File: src/rtl/ivl_uvm_ovl_pkg.sv
// Shared types and helpers for the ivl_uvm_ovl window checkers.
// Also supplies the OVL severity/property/coverage constants when the
// standard OVL defines file has not been pulled in ahead of this file.

`ifndef OVL_FATAL
`define OVL_FATAL 0
`endif
`ifndef OVL_ERROR
`define OVL_ERROR 1
`endif
`ifndef OVL_WARNING
`define OVL_WARNING 2
`endif
`ifndef OVL_INFO
`define OVL_INFO 3
`endif
`ifndef OVL_ASSERT
`define OVL_ASSERT 0
`endif
`ifndef OVL_ASSUME
`define OVL_ASSUME 1
`endif
`ifndef OVL_COVER_NONE
`define OVL_COVER_NONE 0
`endif
`ifndef OVL_COVER_ALL
`define OVL_COVER_ALL 15
`endif

package ivl_uvm_ovl_pkg;

  // Per-channel window state.
  typedef enum logic {
    IDLE = 1'b0,
    WAIT = 1'b1
  } ovl_win_state_e;

  // Why the most recent violation fired.
  typedef enum logic [1:0] {
    NONE    = 2'd0,
    EARLY   = 2'd1,
    TIMEOUT = 2'd2
  } ovl_win_reason_e;

  // Saturating add: a + b clamped to maxVal. One extra bit keeps the raw
  // sum from wrapping before the clamp is applied.
  function automatic logic [31:0] ovl_sat_add(input logic [31:0] a,
                                              input logic [31:0] b,
                                              input logic [31:0] maxVal);
    logic [32:0] sum;
    sum = {1'b0, a} + {1'b0, b};
    if (sum > {1'b0, maxVal}) begin
      return maxVal;
    end
    return sum[31:0];
  endfunction

endpackage

File: src/rtl/ivl_uvm_ovl_window_ch.sv
// One channel of the window checker: IDLE/WAIT FSM, window counter and
// the fire registers. A decision taken on edge E is held in a pending
// register and presented on the fire outputs from edge E+1 for one cycle.
// Optional X/Z detection is built when IVL_UVM_OVL_XCHECK_EN is defined.

module ivl_uvm_ovl_window_ch
  import ivl_uvm_ovl_pkg::*;
#(
  parameter int    SEVERITY_LEVEL = `OVL_ERROR,
  parameter int    PROPERTY_TYPE  = `OVL_ASSERT,
  parameter string MSG            = "ovl_window_multi violation",
  parameter bit    COVER_EN       = 1'b1,
  parameter int    MIN_CKS        = 1,
  parameter int    MAX_CKS        = 8,
  parameter int    CH_IDX         = 0,
  parameter int    CNT_W          = $clog2(MAX_CKS + 1)
) (
  input  logic i_clock,
  input  logic i_reset,
  input  logic i_enable,
  input  logic i_start,
  input  logic i_test,
  output logic o_fire_err,
  output logic o_fire_cov,
  output logic o_fire_x,
  output logic o_busy,
  output logic o_err_next
);

  localparam logic [CNT_W-1:0] MIN_C = CNT_W'(MIN_CKS);
  localparam logic [CNT_W-1:0] MAX_C = CNT_W'(MAX_CKS);

  ovl_win_state_e  r_state;
  ovl_win_reason_e r_reason;
  logic [CNT_W-1:0] r_cnt;
  logic r_pend_err;
  logic r_pend_cov;
  logic r_pend_x;
  logic r_fire_err;
  logic r_fire_cov;
  logic r_fire_x;
  logic r_busy;

`ifdef IVL_UVM_OVL_XCHECK_EN
  logic w_x_bad;
  // test_expr only matters while a window is open, so X on it in IDLE is harmless.
  assign w_x_bad = $isunknown(i_start) ||
                   ((r_state == WAIT) && $isunknown(i_test));
`endif

  // Channel FSM: open on start, then early / pass / timeout decision per edge.
  always_ff @(posedge i_clock or negedge i_reset) begin
    if (!i_reset) begin
      r_state    <= IDLE;
      r_reason   <= NONE;
      r_cnt      <= '0;
      r_pend_err <= 1'b0;
      r_pend_cov <= 1'b0;
      r_pend_x   <= 1'b0;
      r_fire_err <= 1'b0;
      r_fire_cov <= 1'b0;
      r_fire_x   <= 1'b0;
      r_busy     <= 1'b0;
    end else begin
      r_fire_err <= r_pend_err;
      r_fire_cov <= r_pend_cov & COVER_EN;
      r_fire_x   <= r_pend_x;
      r_pend_err <= 1'b0;
      r_pend_cov <= 1'b0;
      r_pend_x   <= 1'b0;
      if (!i_enable) begin
        r_state <= IDLE;
        r_cnt   <= '0;
        r_busy  <= 1'b0;
`ifdef IVL_UVM_OVL_XCHECK_EN
      end else if (w_x_bad) begin
        r_state  <= IDLE;
        r_cnt    <= '0;
        r_busy   <= 1'b0;
        r_pend_x <= 1'b1;
`endif
      end else begin
        case (r_state)
          IDLE: begin
            if (i_start) begin
              r_state <= WAIT;
              r_cnt   <= CNT_W'(1);
              r_busy  <= 1'b1;
            end
          end
          WAIT: begin
            if (i_test) begin
              r_state <= IDLE;
              r_cnt   <= '0;
              r_busy  <= 1'b0;
              if (r_cnt < MIN_C) begin
                r_pend_err <= 1'b1;
                r_reason   <= EARLY;
              end else begin
                r_pend_cov <= 1'b1;
              end
            end else if (r_cnt >= MAX_C) begin
              r_state    <= IDLE;
              r_cnt      <= '0;
              r_busy     <= 1'b0;
              r_pend_err <= 1'b1;
              r_reason   <= TIMEOUT;
            end else begin
              r_cnt <= r_cnt + CNT_W'(1);
            end
          end
          default: begin
            r_state <= IDLE;
            r_cnt   <= '0;
            r_busy  <= 1'b0;
          end
        endcase
      end
    end
  end

`ifndef SYNTHESIS
  // Report each violation in the cycle its fire pulse is presented.
  always @(posedge i_clock) begin
    if (i_reset && r_pend_err) begin
      if (PROPERTY_TYPE == `OVL_ASSUME) begin
        $display("ASSUME %s ch%0d %s sev%0d", MSG, CH_IDX, r_reason.name(), SEVERITY_LEVEL);
      end else begin
        $display("%s ch%0d %s sev%0d", MSG, CH_IDX, r_reason.name(), SEVERITY_LEVEL);
      end
    end
  end
`endif

  assign o_fire_err = r_fire_err;
  assign o_fire_cov = r_fire_cov;
  assign o_fire_x   = r_fire_x;
  assign o_busy     = r_busy;
  assign o_err_next = r_pend_err;

endmodule

File: src/rtl/ivl_uvm_ovl_window_multi.sv
// Multi-channel window checker top: NUM_CH independent channels plus a
// saturating violation counter that adds every channel's upcoming
// fire_err in the same edge the pulse appears.
// Optional X/Z detection: define IVL_UVM_OVL_XCHECK_EN.

module ivl_uvm_ovl_window_multi
  import ivl_uvm_ovl_pkg::*;
#(
  parameter int    SEVERITY_LEVEL = `OVL_ERROR,
  parameter int    PROPERTY_TYPE  = `OVL_ASSERT,
  parameter string MSG            = "ovl_window_multi violation",
  parameter int    COVERAGE_LEVEL = `OVL_COVER_ALL,
  parameter int    NUM_CH         = 4,
  parameter int    MIN_CKS        = 1,
  parameter int    MAX_CKS        = 8,
  parameter int    ERR_W          = 8
) (
  input  logic              clock,
  input  logic              reset,
  input  logic              enable,
  input  logic [NUM_CH-1:0] start_event,
  input  logic [NUM_CH-1:0] test_expr,
  output logic [NUM_CH-1:0] fire_err,
  output logic [NUM_CH-1:0] fire_cov,
  output logic [NUM_CH-1:0] fire_x,
  output logic [ERR_W-1:0]  err_count,
  output logic [NUM_CH-1:0] busy
);

  localparam int          CNT_W    = $clog2(MAX_CKS + 1);
  localparam bit          COVER_EN = (COVERAGE_LEVEL != `OVL_COVER_NONE);
  localparam logic [31:0] ERR_MAX  = 32'((64'd1 << ERR_W) - 64'd1);

  logic [NUM_CH-1:0] w_err_next;
  logic [31:0]       w_err_pop;
  logic [ERR_W-1:0]  r_err_count;

  for (genvar g = 0; g < NUM_CH; g++) begin : g_ch
    ivl_uvm_ovl_window_ch #(
      .SEVERITY_LEVEL (SEVERITY_LEVEL),
      .PROPERTY_TYPE  (PROPERTY_TYPE),
      .MSG            (MSG),
      .COVER_EN       (COVER_EN),
      .MIN_CKS        (MIN_CKS),
      .MAX_CKS        (MAX_CKS),
      .CH_IDX         (g),
      .CNT_W          (CNT_W)
    ) u_ch (
      .i_clock    (clock),
      .i_reset    (reset),
      .i_enable   (enable),
      .i_start    (start_event[g]),
      .i_test     (test_expr[g]),
      .o_fire_err (fire_err[g]),
      .o_fire_cov (fire_cov[g]),
      .o_fire_x   (fire_x[g]),
      .o_busy     (busy[g]),
      .o_err_next (w_err_next[g])
    );
  end

  // Count how many channels will pulse fire_err on the coming edge.
  always_comb begin
    w_err_pop = '0;
    for (int i = 0; i < NUM_CH; i++) begin
      w_err_pop = w_err_pop + 32'(w_err_next[i]);
    end
  end

  // Accumulate violations, holding at the top of the counter range.
  always_ff @(posedge clock or negedge reset) begin
    if (!reset) begin
      r_err_count <= '0;
    end else begin
      r_err_count <= ERR_W'(ovl_sat_add(32'(r_err_count), w_err_pop, ERR_MAX));
    end
  end

  assign err_count = r_err_count;

endmodule

File: config.mk
export PLATFORM = sky130hd
export DESIGN_NAME = ivl_uvm_ovl_window_multi
export DESIGN_NICKNAME = d
export VERILOG_FILES = /design/src/rtl/ivl_uvm_ovl_pkg.sv /design/src/rtl/ivl_uvm_ovl_window_ch.sv /design/src/rtl/ivl_uvm_ovl_window_multi.sv
export SDC_FILE = /design/constraint.sdc
export NUM_CORES = 1
export LEC_CHECK = 0
export ABC_AREA = 1
export BUFFER_PORTS_ARGS = -buffer_cell sky130_fd_sc_hd__buf_2
export CAP_MARGIN = 20
export CORE_AREA = 8 8 70 72
export DETAILED_ROUTE_END_ITERATION = 16
export DIE_AREA = 0 0 78 80
export PLACE_DENSITY_LB_ADDON = 0.12
export SLEW_MARGIN = 40
export SYNTH_ARGS = -nofsm -noshare
export SYNTH_HDL_FRONTEND = slang
export SYNTH_SLANG_ARGS = --single-unit
File: constraint.sdc
create_clock -name clock -period 3.98 [get_ports clock]
set_input_delay 0.199 -clock clock [delete_from_list [all_inputs] [get_ports clock]]
set_output_delay 0.199 -clock clock [all_outputs]
set_load 0.005 [all_outputs]
==> impl_results.md <==
* Run status: completed
* Fill cell count at 321
* Post-CTS sizing at 0
* RSZ-0062 raised after global routing: no
* Distinct cells, synth at 22
* Drt total wl at between 3 and 4 mm
* Nets at 286
* Cts bufs inserted at 5
* Core ar. at 0.00386 mm^2
* Endpoint, Worst Hold: g_ch[1].u_ch.r_state
* Worst slack, placed at ~1600 ps
* Cell leakage power at 1.34 nW
* Clock root cell: clkbuf_8
* F_max at 0.421 GHz
* Die Y at 80 um
* Critical path's top delay family: adder cells
* Pin count of the biggest net entering global routing at between 40 and 50
* Drt via density at 4.84
* Sequential Area at between 0.001 and 0.0015 mm^2
* Slew Limit Fails at 0
* Post-synthesis sequential area ratio at 0.539
* Clk buf depth at 2
* Number of global-route vias before repair at 1503
* WP buf/inv at 0
* IO Count at 35
* Initial antenna violation count at 0
* CTS sink cnt at 48
* Hold crit path type: in2reg
* Max Clock Skew at 8.22 ps
* Multi-input gate area at 820 um^2
* Reg-to-reg slack, setup at 1610 ps
* Final ANT Viol Nets at 0
* Post-DP HPWL at between 2 and 3 mm
* Routed WL per cell at 11.7 um
* Total GRT Usage at 0.126
* Crit path largest cell delay at 510 ps
* Data required time of the critical path at 4160 ps
* Average size of a mapped cell at around 9.4 um^2
* Die outline area at 0.00624 mm^2
* Post-Syn Instances at 238
* CTS tree: yes
* Final GP Congestion at 0.787
* Period utilization at 0.596
* I/O Buffers at 30
* Clock period minus worst slack at around 2400 ps
* CTS HTree Levels at 2
* Pwr per Cell Area at 435 mW/mm^2
* Slew @ Worst Pin at 573 ps
* Die Width at 78 um
* Fin. Hold Viols at 0
* Slew margin rel. at 0.618
* R2R Path Start: err_count[0]
* Critical Path Sink Type: flop
* Critical path class: reg2reg
* Via count at 1520
* Final-report setup violation count at 0
* Area grow syn2layout at 10.2%
* Worst path slowest cell: fa_1
* Syn. warnings at 0
* CP arrival at 2550 ps
* R2R depth at 7
* Max Cap Viol at 0
* Yosys reg bits at 48
* Maximum vdd drop at between 0.2 and 0.3 mV
* Reg2reg end: err_count[2]
* Std cell rows at 23
* Initial Util at 0.578
* CTS clk-pin slew, worst paths at ~90 ps
* Most used cell, CP: fa_1
* Antenna Cells at 0
* Overflow after GRT at 0
* Final setup margin at ~1600 ps
* Layout cells sized above 1 at 0.170
* Worst setup SP type: flop
* DR DRC count at 0
* Drt initial violations at 93
* Clk_lat worst skew at 300 ps
* First-pass GRT wire length at 6.35 mm
* Fin Setup TNS at 0 ps
* Hold path start: start_event[1]
* Mapped cell area at 0.00223 mm^2
* Crit path max fanout at 7
* Drt pass-1 iters at 4
* Hold Crit Depth at 3
* Crit path cell chain: fa_1, fa_1, fa_1, nand2_1, nor2_2, nand3_2, o21ai_0
-- flip-flops by register name, indices dropped and copies added (netlist names) --
name and cells:
g_ch.u_ch.r_state 4, g_ch.u_ch.o_err_next 4, g_ch.u_ch.r_pend_cov 4, g_ch.u_ch.o_fire_cov 4
err_count 8, g_ch.u_ch.r_cnt 16, g_ch.u_ch.o_busy 4, g_ch.u_ch.o_fire_err 4
-- area by class of cell --
cell class / count / share of cell area
Clock inverter: 3 / 0.0173
Multi-Input combinational cell: 151 / 0.334
Sequential cell: 48 / 0.489
Tap cell: 50 / 0.0255
Timing Repair Buffer: 31 / 0.0663
Clock buffer: 5 / 0.0280
Inverter: 26 / 0.0398
-- routing by layer --
| layer | GRT usage | up-vias | part of all wire |
|---|---|---|---|
| met5 | 0 | - | 0 |
| met4 | 0.0611 | 0 | 0.014 |
| met3 | 0.0338 | 4 | 0.052 |
| met2 | 0.204 | 29 | 0.47 |
| met1 | 0.153 | 700 | 0.46 |
| li1 | - | 787 | - |
-- cell usage in the layout, fill, tap and decap left out, drive strengths merged --
cell / netlist / routed
a21boi: 4 / 4
a21oi: 3 / 3
buf: 16 / 30
bufinv: 0 / 1
clkbuf: 0 / 5
clkinv: 0 / 1
clkinvlp: 0 / 1
conb: 1 / 4
dfrtp: 48 / 48
dlygate4sd3: 0 / 1
fa: 3 / 3
ha: 9 / 9
inv: 26 / 26
nand2: 54 / 54
nand3: 21 / 21
nand3b: 2 / 2
nor2: 23 / 23
nor3: 4 / 4
o21ai: 21 / 21
o21bai: 1 / 1
xnor2: 2 / 2
-- worst max-delay path by stage --
stage,start,end,slack [ps],depth (start not counted)
6_report,err_count[0],err_count[2],1610,7
5_1_grt,err_count[0],err_count[2],1450,7
4_1_cts,err_count[0],err_count[2],1600,7
3_5_place_dp,err_count[0],err_count[2],1610,7
3_3_place_gp,err_count[0],err_count[2],1640,7
2_1_floorplan,err_count[0],err_count[2],1730,7
-- kinds of logic (layout without fill, tap and decap cells) --
| family | count (synthesis) | in the layout | synth area share |
|---|---|---|---|
| AO/OA/AOI/OAI | 29 | 29 | 0.0708 |
| XOR/XNOR | 2 | 2 | 0.00787 |
| adder cells (fa/ha/maj) | 12 | 12 | 0.0775 |
| buffers and inverters | 42 | 65 | 0.0978 |
| flip-flops | 48 | 48 | 0.539 |
| other | 1 | 4 | 0.00168 |
| AND/OR/NAND/NOR | 104 | 104 | 0.205 |
-- synth_stat cells --
| master | number | share of area |
|---|---|---|
| buf_4 | 16 | 0.054 |
| conb_1 | 1 | 0.0017 |
| ha_1 | 9 | 0.051 |
| xnor2_1 | 2 | 0.0079 |
| a21oi_1 | 3 | 0.0067 |
| inv_1 | 25 | 0.042 |
| dfrtp_1 | 48 | 0.54 |
| nor3_1 | 4 | 0.0090 |
| nand3b_1 | 2 | 0.0067 |
| nor2_1 | 20 | 0.034 |
| nor2_2 | 1 | 0.0028 |
| inv_2 | 1 | 0.0017 |
| nand2_2 | 2 | 0.0056 |
| o21bai_1 | 1 | 0.0034 |
| fa_1 | 3 | 0.027 |
| nand2_1 | 52 | 0.088 |
| a21boi_0 | 4 | 0.013 |
| nand3_2 | 1 | 0.0045 |
| nand3_1 | 20 | 0.045 |
| nor2_4 | 2 | 0.010 |
| o21ai_0 | 19 | 0.043 |
| o21ai_1 | 2 | 0.0045 |
-- power by group --
| group | leakage (nW) | total (mW) | internal (mW) | switching [mW] |
|---|---|---|---|---|
| registers | 0.646 | 0.566 | 0.528 | 0.0377 |
| clock network | 0.0541 | 0.344 | 0.186 | 0.158 |
| logic | 0.635 | 0.158 | 0.0668 | 0.0908 |
-- per-stage QoR --
stage | cell area (um^2) | hold WS [ps] | cells | util | power [mW]
final | 2450 | 138 | 314 | 0.637 | 1.07
after global placement | 2330 | 340 | 305 | 0.604 | 0.733
after detailed placement | 2330 | 249 | 305 | 0.605 | 0.737
after floorplan | 2240 | -96.6 | 241 | - | 0.673
after CTS | 2450 | 137 | 314 | 0.637 | 1.09
after global routing | 2450 | 154 | 314 | 0.637 | 1.13
-- what timing repair did --
action                                  CTS  global route
setup buffers                             0             0
endpoints found under the setup margin    0             0
endpoints found under the hold margin    48             0
hold buffers                              1             0
-- worst register-to-register path, stage by stage (launching register included) --
cell	delay [ps]
dfrtp_1	410
fa_1	510
fa_1	480
fa_1	390
nand2_1	170
nor2_2	80
nand3_2	130
o21ai_0	100
(Power assumes the default switching activity.)
